<file path="src/rtl/spi_flash_arbiter.sv">
// Shares one SPI configuration-flash port between the JTAG SPI bridge and a fabric SPI master.
// Parks on JTAG when idle; enforces CS-high guard on fabric release, JTAG linger, fabric hold timeout.
module spi_flash_arbiter #(
    parameter int GUARD_CYCLES    = 4,
    parameter int LINGER_CYCLES   = 1024,
    parameter int MAX_HOLD_CYCLES = 65536
) (
    input  logic       i_clk,
    input  logic       i_rst,
    input  logic       i_jtag_csn,
    input  logic       i_jtag_sck,
    input  logic       i_jtag_dq0,
    output logic       o_jtag_dq1,
    input  logic       i_fab_req,
    output logic       o_fab_gnt,
    input  logic       i_fab_csn,
    input  logic       i_fab_sck,
    input  logic       i_fab_dq0,
    output logic       o_fab_dq1,
    output logic       o_flash_csn,
    output logic       o_flash_sck,
    output logic       o_flash_dq0,
    input  logic       i_flash_dq1,
    output logic       o_flash_wpn,
    output logic       o_flash_hldn,
    output logic [1:0] o_owner,
    input  logic       i_clr_status,
    output logic       o_jtag_collision,
    output logic       o_fab_timeout
);

    localparam int GW = $clog2((GUARD_CYCLES    < 2) ? 2 : GUARD_CYCLES)    + 1;
    localparam int LW = $clog2((LINGER_CYCLES   < 2) ? 2 : LINGER_CYCLES)   + 1;
    localparam int HW = $clog2((MAX_HOLD_CYCLES < 2) ? 2 : MAX_HOLD_CYCLES) + 1;
    localparam int CW = (GW > LW) ? ((GW > HW) ? GW : HW) : ((LW > HW) ? LW : HW);

    localparam logic [CW-1:0] C_GUARD_LAST  = CW'(GUARD_CYCLES - 1);
    localparam logic [CW-1:0] C_LINGER_LAST = CW'(LINGER_CYCLES - 1);
    localparam logic [CW-1:0] C_HOLD_LAST   = CW'(MAX_HOLD_CYCLES - 1);
    localparam logic          C_HOLD_EN     = (MAX_HOLD_CYCLES != 0);

    typedef enum logic [2:0] {
        S_IDLE   = 3'd0,
        S_JTAG   = 3'd1,
        S_LINGER = 3'd2,
        S_FAB    = 3'd3,
        S_GUARD  = 3'd4
    } state_t;

    state_t          r_state;
    state_t          w_next;
    logic [CW-1:0]   r_cnt;
    logic [CW-1:0]   w_cnt_next;
    logic            r_sync1;
    logic            r_sync2;
    logic            r_fab_gnt;
    logic [1:0]      r_owner;
    logic [1:0]      w_owner_next;
    logic            r_coll;
    logic            r_timeout;
    logic            w_timeout;
    logic            w_coll_set;
    logic            w_csn;

    // Next-state, shared phase counter and owner code for the coming cycle
    always_comb begin
        w_next       = r_state;
        w_cnt_next   = {CW{1'b0}};
        w_timeout    = 1'b0;
        w_owner_next = 2'b00;
        case (r_state)
            S_IDLE: begin
                if (!r_sync2) begin
                    w_next = S_JTAG;
                end else if (i_fab_req) begin
                    w_next = S_FAB;
                end else begin
                    w_next = S_IDLE;
                end
            end
            S_JTAG: begin
                if (r_sync2) begin
                    w_next = S_LINGER;
                end else begin
                    w_next = S_JTAG;
                end
            end
            S_LINGER: begin
                if (!r_sync2) begin
                    w_next = S_JTAG;
                end else if (r_cnt == C_LINGER_LAST) begin
                    w_next = S_IDLE;
                end else begin
                    w_next     = S_LINGER;
                    w_cnt_next = r_cnt + CW'(1);
                end
            end
            S_FAB: begin
                // a timeout in the same cycle as a release still reports the timeout
                if (C_HOLD_EN && (r_cnt == C_HOLD_LAST)) begin
                    w_next    = S_GUARD;
                    w_timeout = 1'b1;
                end else if (!i_fab_req) begin
                    w_next = S_GUARD;
                end else begin
                    w_next     = S_FAB;
                    w_cnt_next = r_cnt + CW'(1);
                end
            end
            S_GUARD: begin
                if (r_cnt == C_GUARD_LAST) begin
                    w_next = S_IDLE;
                end else begin
                    w_next     = S_GUARD;
                    w_cnt_next = r_cnt + CW'(1);
                end
            end
            default: begin
                w_next = S_IDLE;
            end
        endcase
        case (w_next)
            S_IDLE:   w_owner_next = 2'b00;
            S_JTAG:   w_owner_next = 2'b01;
            S_LINGER: w_owner_next = 2'b01;
            S_FAB:    w_owner_next = 2'b10;
            S_GUARD:  w_owner_next = 2'b11;
            default:  w_owner_next = 2'b00;
        endcase
    end

    assign w_coll_set = ((r_state == S_FAB) || (r_state == S_GUARD)) && !r_sync2;

    // State, counter, csn synchroniser and registered status outputs
    always_ff @(posedge i_clk) begin
        if (i_rst) begin
            r_state   <= S_IDLE;
            r_cnt     <= {CW{1'b0}};
            r_sync1   <= 1'b1;
            r_sync2   <= 1'b1;
            r_fab_gnt <= 1'b0;
            r_owner   <= 2'b00;
            r_coll    <= 1'b0;
            r_timeout <= 1'b0;
        end else begin
            r_sync1   <= i_jtag_csn;
            r_sync2   <= r_sync1;
            r_state   <= w_next;
            r_cnt     <= w_cnt_next;
            r_fab_gnt <= (w_next == S_FAB);
            r_owner   <= w_owner_next;
            r_timeout <= w_timeout;
            if (w_coll_set) begin
                r_coll <= 1'b1;
            end else if (i_clr_status) begin
                r_coll <= 1'b0;
            end else begin
                r_coll <= r_coll;
            end
        end
    end

    // Flash pin mux; unrouted MISO returns idle-high
    always_comb begin
        w_csn       = 1'b1;
        o_flash_sck = 1'b0;
        o_flash_dq0 = 1'b0;
        o_jtag_dq1  = 1'b1;
        o_fab_dq1   = 1'b1;
        case (r_state)
            S_IDLE, S_JTAG, S_LINGER: begin
                w_csn       = i_jtag_csn;
                o_flash_sck = i_jtag_sck;
                o_flash_dq0 = i_jtag_dq0;
                o_jtag_dq1  = i_flash_dq1;
            end
            S_FAB: begin
                w_csn       = i_fab_csn;
                o_flash_sck = i_fab_sck;
                o_flash_dq0 = i_fab_dq0;
                o_fab_dq1   = i_flash_dq1;
            end
            S_GUARD: begin
                w_csn = 1'b1;
            end
            default: begin
                w_csn = 1'b1;
            end
        endcase
    end

    assign o_flash_csn      = i_rst ? 1'b1 : w_csn;
    assign o_flash_wpn      = 1'b1;
    assign o_flash_hldn     = 1'b1;
    assign o_fab_gnt        = r_fab_gnt;
    assign o_owner          = r_owner;
    assign o_jtag_collision = r_coll;
    assign o_fab_timeout    = r_timeout;

endmodule

</file>
<file path="config.mk">
export PLATFORM = sky130hd
export DESIGN_NAME = spi_flash_arbiter
export DESIGN_NICKNAME = d
export VERILOG_FILES = /design/src/rtl/spi_flash_arbiter.sv
export SDC_FILE = /design/constraint.sdc
export NUM_CORES = 1
export LEC_CHECK = 0
export ABC_AREA = 1
export CAP_MARGIN = 0
export CORE_ASPECT_RATIO = 0.6
export CORE_MARGIN = 4
export CORE_UTILIZATION = 60
export CTS_CLUSTER_SIZE = 12
export DETAILED_ROUTE_END_ITERATION = 10
export DONT_BUFFER_PORTS = 1
export GPL_ROUTABILITY_DRIVEN = 0
export MAX_ROUTING_LAYER = met4
export PLACE_DENSITY = 0.85
export SLEW_MARGIN = 20
export SYNTH_ARGS = -nofsm -noshare
export SYNTH_HDL_FRONTEND = slang
export SYNTH_SLANG_ARGS = --single-unit
export TNS_END_PERCENT = 1
</file>
<file path="constraint.sdc">
create_clock -name i_clk -period 4.48 [get_ports i_clk]
set_clock_uncertainty 0.2 [all_clocks]
set_input_delay 0.672 -clock i_clk [delete_from_list [all_inputs] [get_ports i_clk]]
set_output_delay 0.672 -clock i_clk [all_outputs]
set_load 0.01 [all_outputs]
</file>
==> results of run 1 <==
## power by group through the flow
stage | clock [W] | combinational, W | sequential, W
floorplan | 0 | 0.0000431 | 0.000258
finish | 0.000135 | 0.0000509 | 0.000254
global route | 0.000147 | 0.0000571 | 0.000255
global placement | 0 | 0.0000477 | 0.000259
detailed placement | 0 | 0.0000503 | 0.000260
CTS | 0.000136 | 0.0000505 | 0.000254
## state kept, by name (all words and copies together), names as in the netlist
| register | cells |
|---|---|
| o_owner | 2 |
| r_state | 3 |
| o_fab_timeout | 1 |
| r_sync1 | 1 |
| o_fab_gnt | 1 |
| o_jtag_collision | 1 |
| r_cnt | 17 |
| r_sync2 | 1 |
## cells by family after synthesis
family | after synthesis
DFF | 27
and+or+nand+nor | 116
xor gates and xnor gates | 7
adders and majority gates | 2
buffers and inverters | 34
other | 1
AOI/OAI and AO/OA | 13
## cell type report
cell class                      instances  area (um2)
Clock buffer                            4        45.0
Fill cell                             188         743
Inverter                               30         113
Multi-Input combinational cell        140         684
Sequential cell                        27         541
Tap cell                               30        37.5
## cells in the final DEF, fill, tap and decap left out, types with 4 or more instances in the layout
cell type / count
a21oi_1: 4
dfxtp_1: 27
inv_1: 30
nand2_1: 43
nand3_1: 15
nand4_1: 6
nor2_1: 42
nor3_1: 4
o21ai_0: 5
xnor2_1: 4
## stage by stage
step           worst slack (ns)  instances   util  area, um2
2_1_floorplan              2.26        201      -       1370
3_3_place_gp               2.14        227  0.636       1380
3_5_place_dp               1.93        227  0.636       1380
4_1_cts                    1.89        231  0.656       1420
5_1_grt                    1.63        231  0.656       1420
6_report                   1.90        231  0.656       1420
## final timing paths
kind,end,slack (ns),depth (start not counted)
worst max-delay path,o_owner[0],1.90,14
worst min-delay path,r_sync2,0.22,1
worst max register to register,o_owner[0],1.90,14
worst min register to register,r_sync2,0.22,1
## metal layers
metal | share of wire | wire length (um)
met1 | 0.45 | 1390
met2 | 0.44 | 1340
met3 | 0.094 | 288
met4 | 0.013 | 40
met5 | 0 | 0
## critical path, cell delays in order, from the launching register on
cell,delay (ns)
dfxtp_1,0.36
ha_1,0.25
nand3_1,0.16
nor3_4,0.24
nand4_1,0.15
nor3_1,0.19
ha_1,0.18
inv_1,0.05
nand2_1,0.07
nor2_1,0.07
a31oi_1,0.25
nand2_1,0.08
nand2_1,0.10
nand2_1,0.05
nor2_1,0.12
==> run_results.csv, run 1 <==
group,metric,value,unit
clock_tree,cts_sinks,27,
global_route,use_met3,0.0556,
floorplanning,start_util,0.630,
critical_path,timing.rr.start,"r_cnt[0]",
logic_synthesis,synth-seq-cells,27,
power,leakage,0.652,nW
logic_synthesis,synth_fa_ha_area_frac,0.0183,
clock_tree,cts.repair.resized,0,
sta,setup-tns-final,0,ns
status,status,"finished, final reports clean",
logic_synthesis,yosysUniqueCellTypes,23,
clock_tree,cts.hold.buffers_added,0,
sta,final_max_slew_viol_count,0,
logic_synthesis,yosys_warnings,0,
route,drt-initial-drc-count,114,
logic_synthesis,synthXorXnorAreaFrac,0.0450,
clock_tree,clkTransAtPathRegs,0.09,ns
logic_synthesis,synth_top_family_by_area,"simple AND/OR/NAND/NOR gates",
floorplanning,ios,23,
critical_path,crit_type,"reg -> reg",
critical_path,crit_path_start,"r_cnt[0]",
cells_and_area,areaGrowthSynthToFinish,4.13,%
cells_and_area,layout-drive-gt1-share,0.0448,
logic_synthesis,synthArstFlopShare,0,
power,clockPowerShare,0.308,
critical_path,cp-end-kind,"register",
logic_synthesis,synthSimpleGateAreaFrac,0.378,
logic_synthesis,yosysSeqAreaShare,0.396,
floorplanning,fp.dieW,69.6,um
global_route,antenna_found_initial,0,
placement,port_buffers,0,
floorplanning,fp.dieArea,3120,um2
global_route,met1_usage,0.269,
power,power,0.000440,W
logic_synthesis,synth_edf_count,0,
clock_tree,insertion_delay,0.27,ns
floorplanning,coreArea,2160,um2
sta,holdWs,0.222,ns
clock_tree,cts_buffer_depth,2,
critical_path,cp_max_fo,5,
clock_tree,cts_buffers,3,
power,p_sw_frac,0.260,
global_route,grt_use_met2,0.316,
power,powerDensity,310,nW/um2
logic_synthesis,synthMuxAreaShare,0,
global_route,grt_pass1_wl,4770,um
logic_synthesis,synth.top_cells.by_area,"dfxtp_1 40%, nand2_1 12%, nor2_1 12%",
clock_tree,tritoncts,"built",
global_route,grt_pass1_vias,1055,
global_route,top_usage_layer,"met2",
sta,fin_crit_sh,0.576,
logic_synthesis,synthTopCellsByCount,"43 x nand2_1, 42 x nor2_1, 30 x inv_1",
route,ant_nets,0,
clock_tree,postCtsSetupBuffers,0,
power,comb_power_share,0.116,
sta,period_needed,2.58,ns
logic_synthesis,netlist_instances,200,
global_route,grt_use_total,0.204,
power,peakVddDrop,0.231,mV
floorplanning,rows,13,
flow_run,maxCapViolCount,0,
sta,grt_setup_unrepaired,"false",
cells_and_area,n_antenna_cell,0,
clock_tree,cts-root-buf,"clkbuf_8",
power,p_switching,0.000115,W
global_route,grt_max_degree,15,
worst_hold_path,worstHoldStart,"r_sync1",
worst_hold_path,hp-class,"reg -> reg",
sta,setup_viol,0,
route,vias_per_cell,5.35,
logic_synthesis,netlist_area,1360,um2
global_route,grt_overflow,0,
route,wire_per_inst,13.2,um
route,drt_first_pass_iters,5,
logic_synthesis,synth_top_area_share,0.396,
logic_synthesis,synth-compound-area-share,0.0550,
clock_tree,cts_htree_levels,1,
placement,dpl.hpwl,2410,um
logic_synthesis,yosysMostFrequentCell,"nand2_1",
logic_synthesis,yosys.area.top_type,"dfxtp_1",
logic_synthesis,synth-main-ff-cell,"dfxtp_1",
sta,fmax,0.388,GHz
route,routed_wirelength,3050,um
critical_path,required,4.49,ns
power,internal_power,0.000326,W
sta,hold_violations,0,
route,vias,1236,
critical_path,cp-start-kind,"register",
floorplanning,die_y,44.9,um
power,power_frac_seq,0.577,
cells_and_area,nets,215,
route,drc,0,
critical_path,crit_arrival,2.59,ns
logic_synthesis,avgSynthCellArea,6.82,um2
No activity file was read; power rests on OpenSTA's default activity.
==> run 2: changes to the inputs <==
- clock period: 4.48 -> 2.4 ns (I/O delays scaled with it)
==> run 2 against run 1 <==
  * Register-to-register slack got worse by 1.8 ns
  * Wire length increased by 6.0%
  * Fmax increased by 12%
  * Highest routed layer unchanged
==> run_results.csv, run 2 (synthesis results as in run 1) <==
group,metric,value,unit
sta,fin_crit_sh,0.958,
critical_path,cpMaxStageDelayCell,"dfxtp_4",
cells_and_area,n_antenna_cell,0,
sta,grt_setup_unrepaired,"true",
route,ant_nets,0,
cells_and_area,largest_register,"r_cnt",
sta,setup_viol,0,
power,powerDensity,537,nW/um2
placement,dpl.hpwl,2280,um
clock_tree,insertion_delay,0.26,ns
route,vias,1280,
sta,holdWs,0.0141,ns
route,drt-initial-drc-count,73,
flow_run,maxCapViolCount,0,
route,vias_per_cell,5.36,
critical_path,required,2.35,ns
critical_path,cp_max_fo,3,
sta,hold_violations,0,
critical_path,path_buf_inv,1,
critical_path,path_cells,"ha_4 > nand3_4 > nor3_4 > nand4_1 > nor3_2 > ha_2 > inv_2 > nand2_2 > nor2_4 > a31oi_4 > nand2_1 > nand2_2 > o21ai_0",
power,leakage,0.688,nW
floorplanning,fp.dieArea,3120,um2
critical_path,cpMostUsedCell,"nand2_2",
global_route,grt_use_total,0.209,
cells_and_area,instances_no_fill,239,
route,wire_per_inst,13.5,um
clock_tree,cts_sinks,27,
clock_tree,cts_buffer_depth,2,
cells_and_area,layout_common_cells,"41 x nor2_1, 41 x nand2_1, 28 x inv_1",
floorplanning,coreArea,2160,um2
critical_path,crit_arrival,2.25,ns
floorplanning,ios,23,
floorplanning,start_util,0.630,
global_route,use_met3,0.0711,
route,routed_wirelength,3230,um
power,peakVddDrop,0.406,mV
clock_tree,cts-root-buf,"clkbuf_8",
clock_tree,tritoncts,"built",
global_route,top_usage_layer,"met2",
route,drc,0,
cells_and_area,layout-drive-gt1-share,0.129,
cells_and_area,largest_reg_flops,17,
placement,dpl_worst_slack,-0.0270,ns
global_route,grt_overflow,0,
critical_path,cp-start-kind,"register",
floorplanning,die_y,44.9,um
floorplanning,fp.dieW,69.6,um
cells_and_area,areaGrowthSynthToFinish,15.0,%
sta,worst_slack,0.0999,ns
critical_path,cp-end-kind,"register",
global_route,met1_usage,0.274,
global_route,grt_pass1_vias,1063,
critical_path,critPathMaxStageDelay,0.37,ns
global_route,antenna_found_initial,0,
clock_tree,clkTransAtPathRegs,0.08,ns
global_route,grt_max_degree,15,
worst_hold_path,hp-class,"in -> reg",
global_route,grt_pass1_wl,4860,um
critical_path,crit_type,"reg -> reg",
sta,final_max_slew_viol_count,0,
critical_path,crit_family,"simple AND/OR/NAND/NOR gates",
route,drt_first_pass_iters,5,
clock_tree,cts_buffers,3,
sta,period_needed,2.30,ns
status,status,"finished, final reports clean",
placement,port_buffers,0,
global_route,grt_use_met2,0.314,
clock_tree,cts_htree_levels,1,
cells_and_area,nets,223,
cells_and_area,post-route-util,0.725,
placement,dp_cells,228,
floorplanning,rows,13,
sta,fmax,0.435,GHz
## run 2: final timing paths
check	start	to	slack (ns)	cells after the start
max	r_cnt[0]	o_owner[1]	0.1	13
max reg2reg	r_cnt[0]	o_owner[1]	0.1	13
min	i_rst	o_owner[1]	0.01	1
min reg2reg	r_sync1	r_sync2	0.22	1
## run 2: layout make-up
| type | count | area (um2) |
|---|---|---|
| clock buffer | 4 | 45.0 |
| fill | 177 | 594 |
| inverter | 30 | 113 |
| multi-input combinational | 141 | 768 |
| sequential | 27 | 546 |
| tap | 30 | 37.5 |
| timing repair buffer | 7 | 60.1 |
## run 2: worst register-to-register path, delay by kind of cell, from the launching register on
kind	cells	cell delay (ns)
simple gates	8	0.99
fa+ha+maj	2	0.35
flops	1	0.37
compound gates	2	0.26
buf+inv	1	0.05
## run 2: timing repair
action,in CTS,in global routing
gates resized for setup,1,18
cloned,0,1
endpoints found under the setup margin,2,22
pin swaps,0,12
endpoints found under the hold margin,7,0
setup buffers,0,3
hold buffers,3,0
## run 2: layer usage
layer,routed length (um),up-vias
li1,-,642
met1,1410,578
met2,1460,56
met3,322,4
met4,48,0
met5,0,-
## run 2: where the power goes
group | total, W | internal [W] | switching (W)
clock network | 0.000242 | 0.000118 | 0.000124
registers | 0.000473 | 0.000461 | 0.0000122
logic | 0.000126 | 0.0000420 | 0.0000845
## run 2: stage by stage
step	TNS [ns]	power (W)	cell area (um2)
final	0	0.000842	1570
after global routing	-1.77	0.000882	1570
after CTS	0	0.000827	1460
after detailed placement	-0.0536	0.000576	1380
after global placement	0	0.000572	1380
after floorplan	0	0.000562	1370
==> run 3: changes to the inputs <==
- CORE_UTILIZATION: 60 -> 52
- DONT_BUFFER_PORTS: 1 -> unset
- PLACE_DENSITY: 0.85 -> 0.87
- TNS_END_PERCENT: 1 -> 100
==> run 3 against run 2 <==
  * Register-to-register slack about the same
  * Utilization down 1.6 points
  * Sequential power about the same
  * Global-route usage down 1.1 points
  * Fmax about the same
  * First-iteration DRC count up 130%
  * Clock power up 6%
  * Wire length up 6.3%
  * Die area up 13%
  * Critical path depth up 1
  * Highest routed layer unchanged
==> run_results.csv, run 3 (synthesis results as in run 1) <==
group,metric,value,unit
status,status,"finished, final reports clean",
floorplanning,die_y,47.7,um
cells_and_area,instances_no_fill,262,
floorplanning,coreArea,2500,um2
clock_tree,cts.hold.buffers_added,0,
cells_and_area,areaGrowthSynthToFinish,30.3,%
power,comb_power_share,0.194,
critical_path,cpMaxStageDelayCell,"dfxtp_2",
sta,fin_crit_sh,0.958,
sta,setup-tns-final,0,ns
route,routed_wirelength,3440,um
route,drt-initial-drc-count,167,
placement,dp_cells,254,
power,p_switching,0.000244,W
sta,final_max_slew_viol_count,0,
critical_path,crit_arrival,2.32,ns
sta,fmax,0.435,GHz
clock_tree,clkTransAtPathRegs,0.09,ns
floorplanning,start_util,0.544,
cells_and_area,final_common_cell,"nand2_1",
route,ant_nets,0,
critical_path,cp-start-kind,"register",
power,power_frac_seq,0.521,
critical_path,cp-end-kind,"register",
route,drc,0,
sta,grt_setup_unrepaired,"true",
cells_and_area,largest_reg_flops,17,
clock_tree,cts-root-buf,"clkbuf_8",
clock_tree,tritoncts,"built",
route,wl_met1,1610,um
critical_path,cp_max_fo,3,
power,internal_power,0.000659,W
floorplanning,fp.dieArea,3530,um2
critical_path,path_cells,"ha_4 > nand3_4 > nor3_4 > nand4_1 > nor3_2 > ha_2 > inv_2 > nand2_2 > nor2_4 > a31oi_2 > nand2_1 > nand2_2 > nand2_1 > nor2_1",
sta,period_needed,2.30,ns
floorplanning,fp.dieW,74.1,um
placement,port_buffers,20,
route,wl_met3,334,um
clock_tree,cts_sinks,27,
power,powerDensity,508,nW/um2
power,peakVddDrop,0.365,mV
route,wire_per_inst,13.1,um
global_route,grt_overflow,0,
floorplanning,ios,23,
power,clockPowerShare,0.285,
route,dr_wl_met2,1420,um
route,drt_first_pass_iters,4,
cells_and_area,fillers,200,
clock_tree,cts_buffer_depth,2,
placement,dpl.hpwl,2470,um
global_route,grt_pass1_vias,1051,
cells_and_area,finalInstanceArea,1780,um2
route,highest_layer,"met4",
cells_and_area,largest_register,"r_cnt",
power,p_sw_frac,0.270,
worst_hold_path,hp-class,"reg -> reg",
global_route,grt_max_degree,15,
power,leakage,0.775,nW
sta,hold_violations,0,
cells_and_area,register_area,544,um2
cells_and_area,layout_common_cells,"40 x nand2_1, 39 x nor2_1, 28 x inv_1",
cells_and_area,nets,244,
critical_path,required,2.42,ns
cells_and_area,post-route-util,0.709,
critical_path,crit_type,"reg -> reg",
route,vias,1356,
cells_and_area,multi_input_area,772,um2
global_route,grt_use_total,0.197,
clock_tree,cts_htree_levels,1,
placement,placed_area,1620,um2
floorplanning,rows,14,
route,vias_per_cell,5.18,
cells_and_area,n_antenna_cell,0,
flow_run,maxCapViolCount,0,
sta,setup_viol,0,
clock_tree,insertion_delay,0.27,ns
global_route,grt_pass1_wl,4890,um
cells_and_area,layout-drive-gt1-share,0.157,
clock_tree,cts_buffers,3,
global_route,antenna_found_initial,0,
critical_path,critPathMaxStageDelay,0.36,ns
power,power,0.000903,W
run 3: timing repair:
action,4_1_cts,5_1_grt
gates resized for setup,0,23
setup buffers,0,3
endpoints found under the setup margin,0,23
run 3: worst paths after layout:
check | from | to | slack, ns | depth (start not counted)
worst min register to register | r_sync1 | r_sync2 | 0.22 | 1
worst max-delay path | r_cnt[0] | o_owner[0] | 0.1 | 14
worst min-delay path | r_sync1 | r_sync2 | 0.22 | 1
worst max register to register | r_cnt[0] | o_owner[0] | 0.1 | 14
run 3: metrics by stage:
stage,setup WS [ns],hold slack (ns)
CTS,0.0532,0.218
finish,0.0997,0.215
global placement,0.181,0.196
detailed placement,0.0735,0.197
global route,-0.0702,0.244
floorplan,0.182,0.189
run 3: worst max-delay path: cells and delay by family (launching register included):
| kind | cells | cell delay, ns |
|---|---|---|
| buffers and inverters | 1 | 0.04 |
| and+or+nand+nor | 10 | 1.09 |
| adders and majority gates | 2 | 0.35 |
| DFF | 1 | 0.36 |
| AOI/OAI and AO/OA | 1 | 0.22 |
run 3: power groups by stage:
stage | sequential, W | clock, W | combinational (W)
after floorplan | 0.000481 | 0 | 0.0000805
after global placement | 0.000478 | 0 | 0.000146
after detailed placement | 0.000479 | 0 | 0.000147
after CTS | 0.000469 | 0.000261 | 0.000148
after global routing | 0.000472 | 0.000282 | 0.000193
final | 0.000470 | 0.000257 | 0.000175
run 3: final cells by class:
class                      instances  share of cell area
clock buffer                       4              0.0254
timing repair buffer              28               0.148
tap                               32              0.0225
inverter                          30              0.0634
sequential                        27               0.306
multi-input combinational        141               0.435
run 3: layer usage:
metal | track usage | vias to the layer above
met5 | - | -
met4 | 0.0433 | 0
met3 | 0.0566 | 8
met2 | 0.254 | 59
met1 | 0.295 | 606
li1 | - | 683
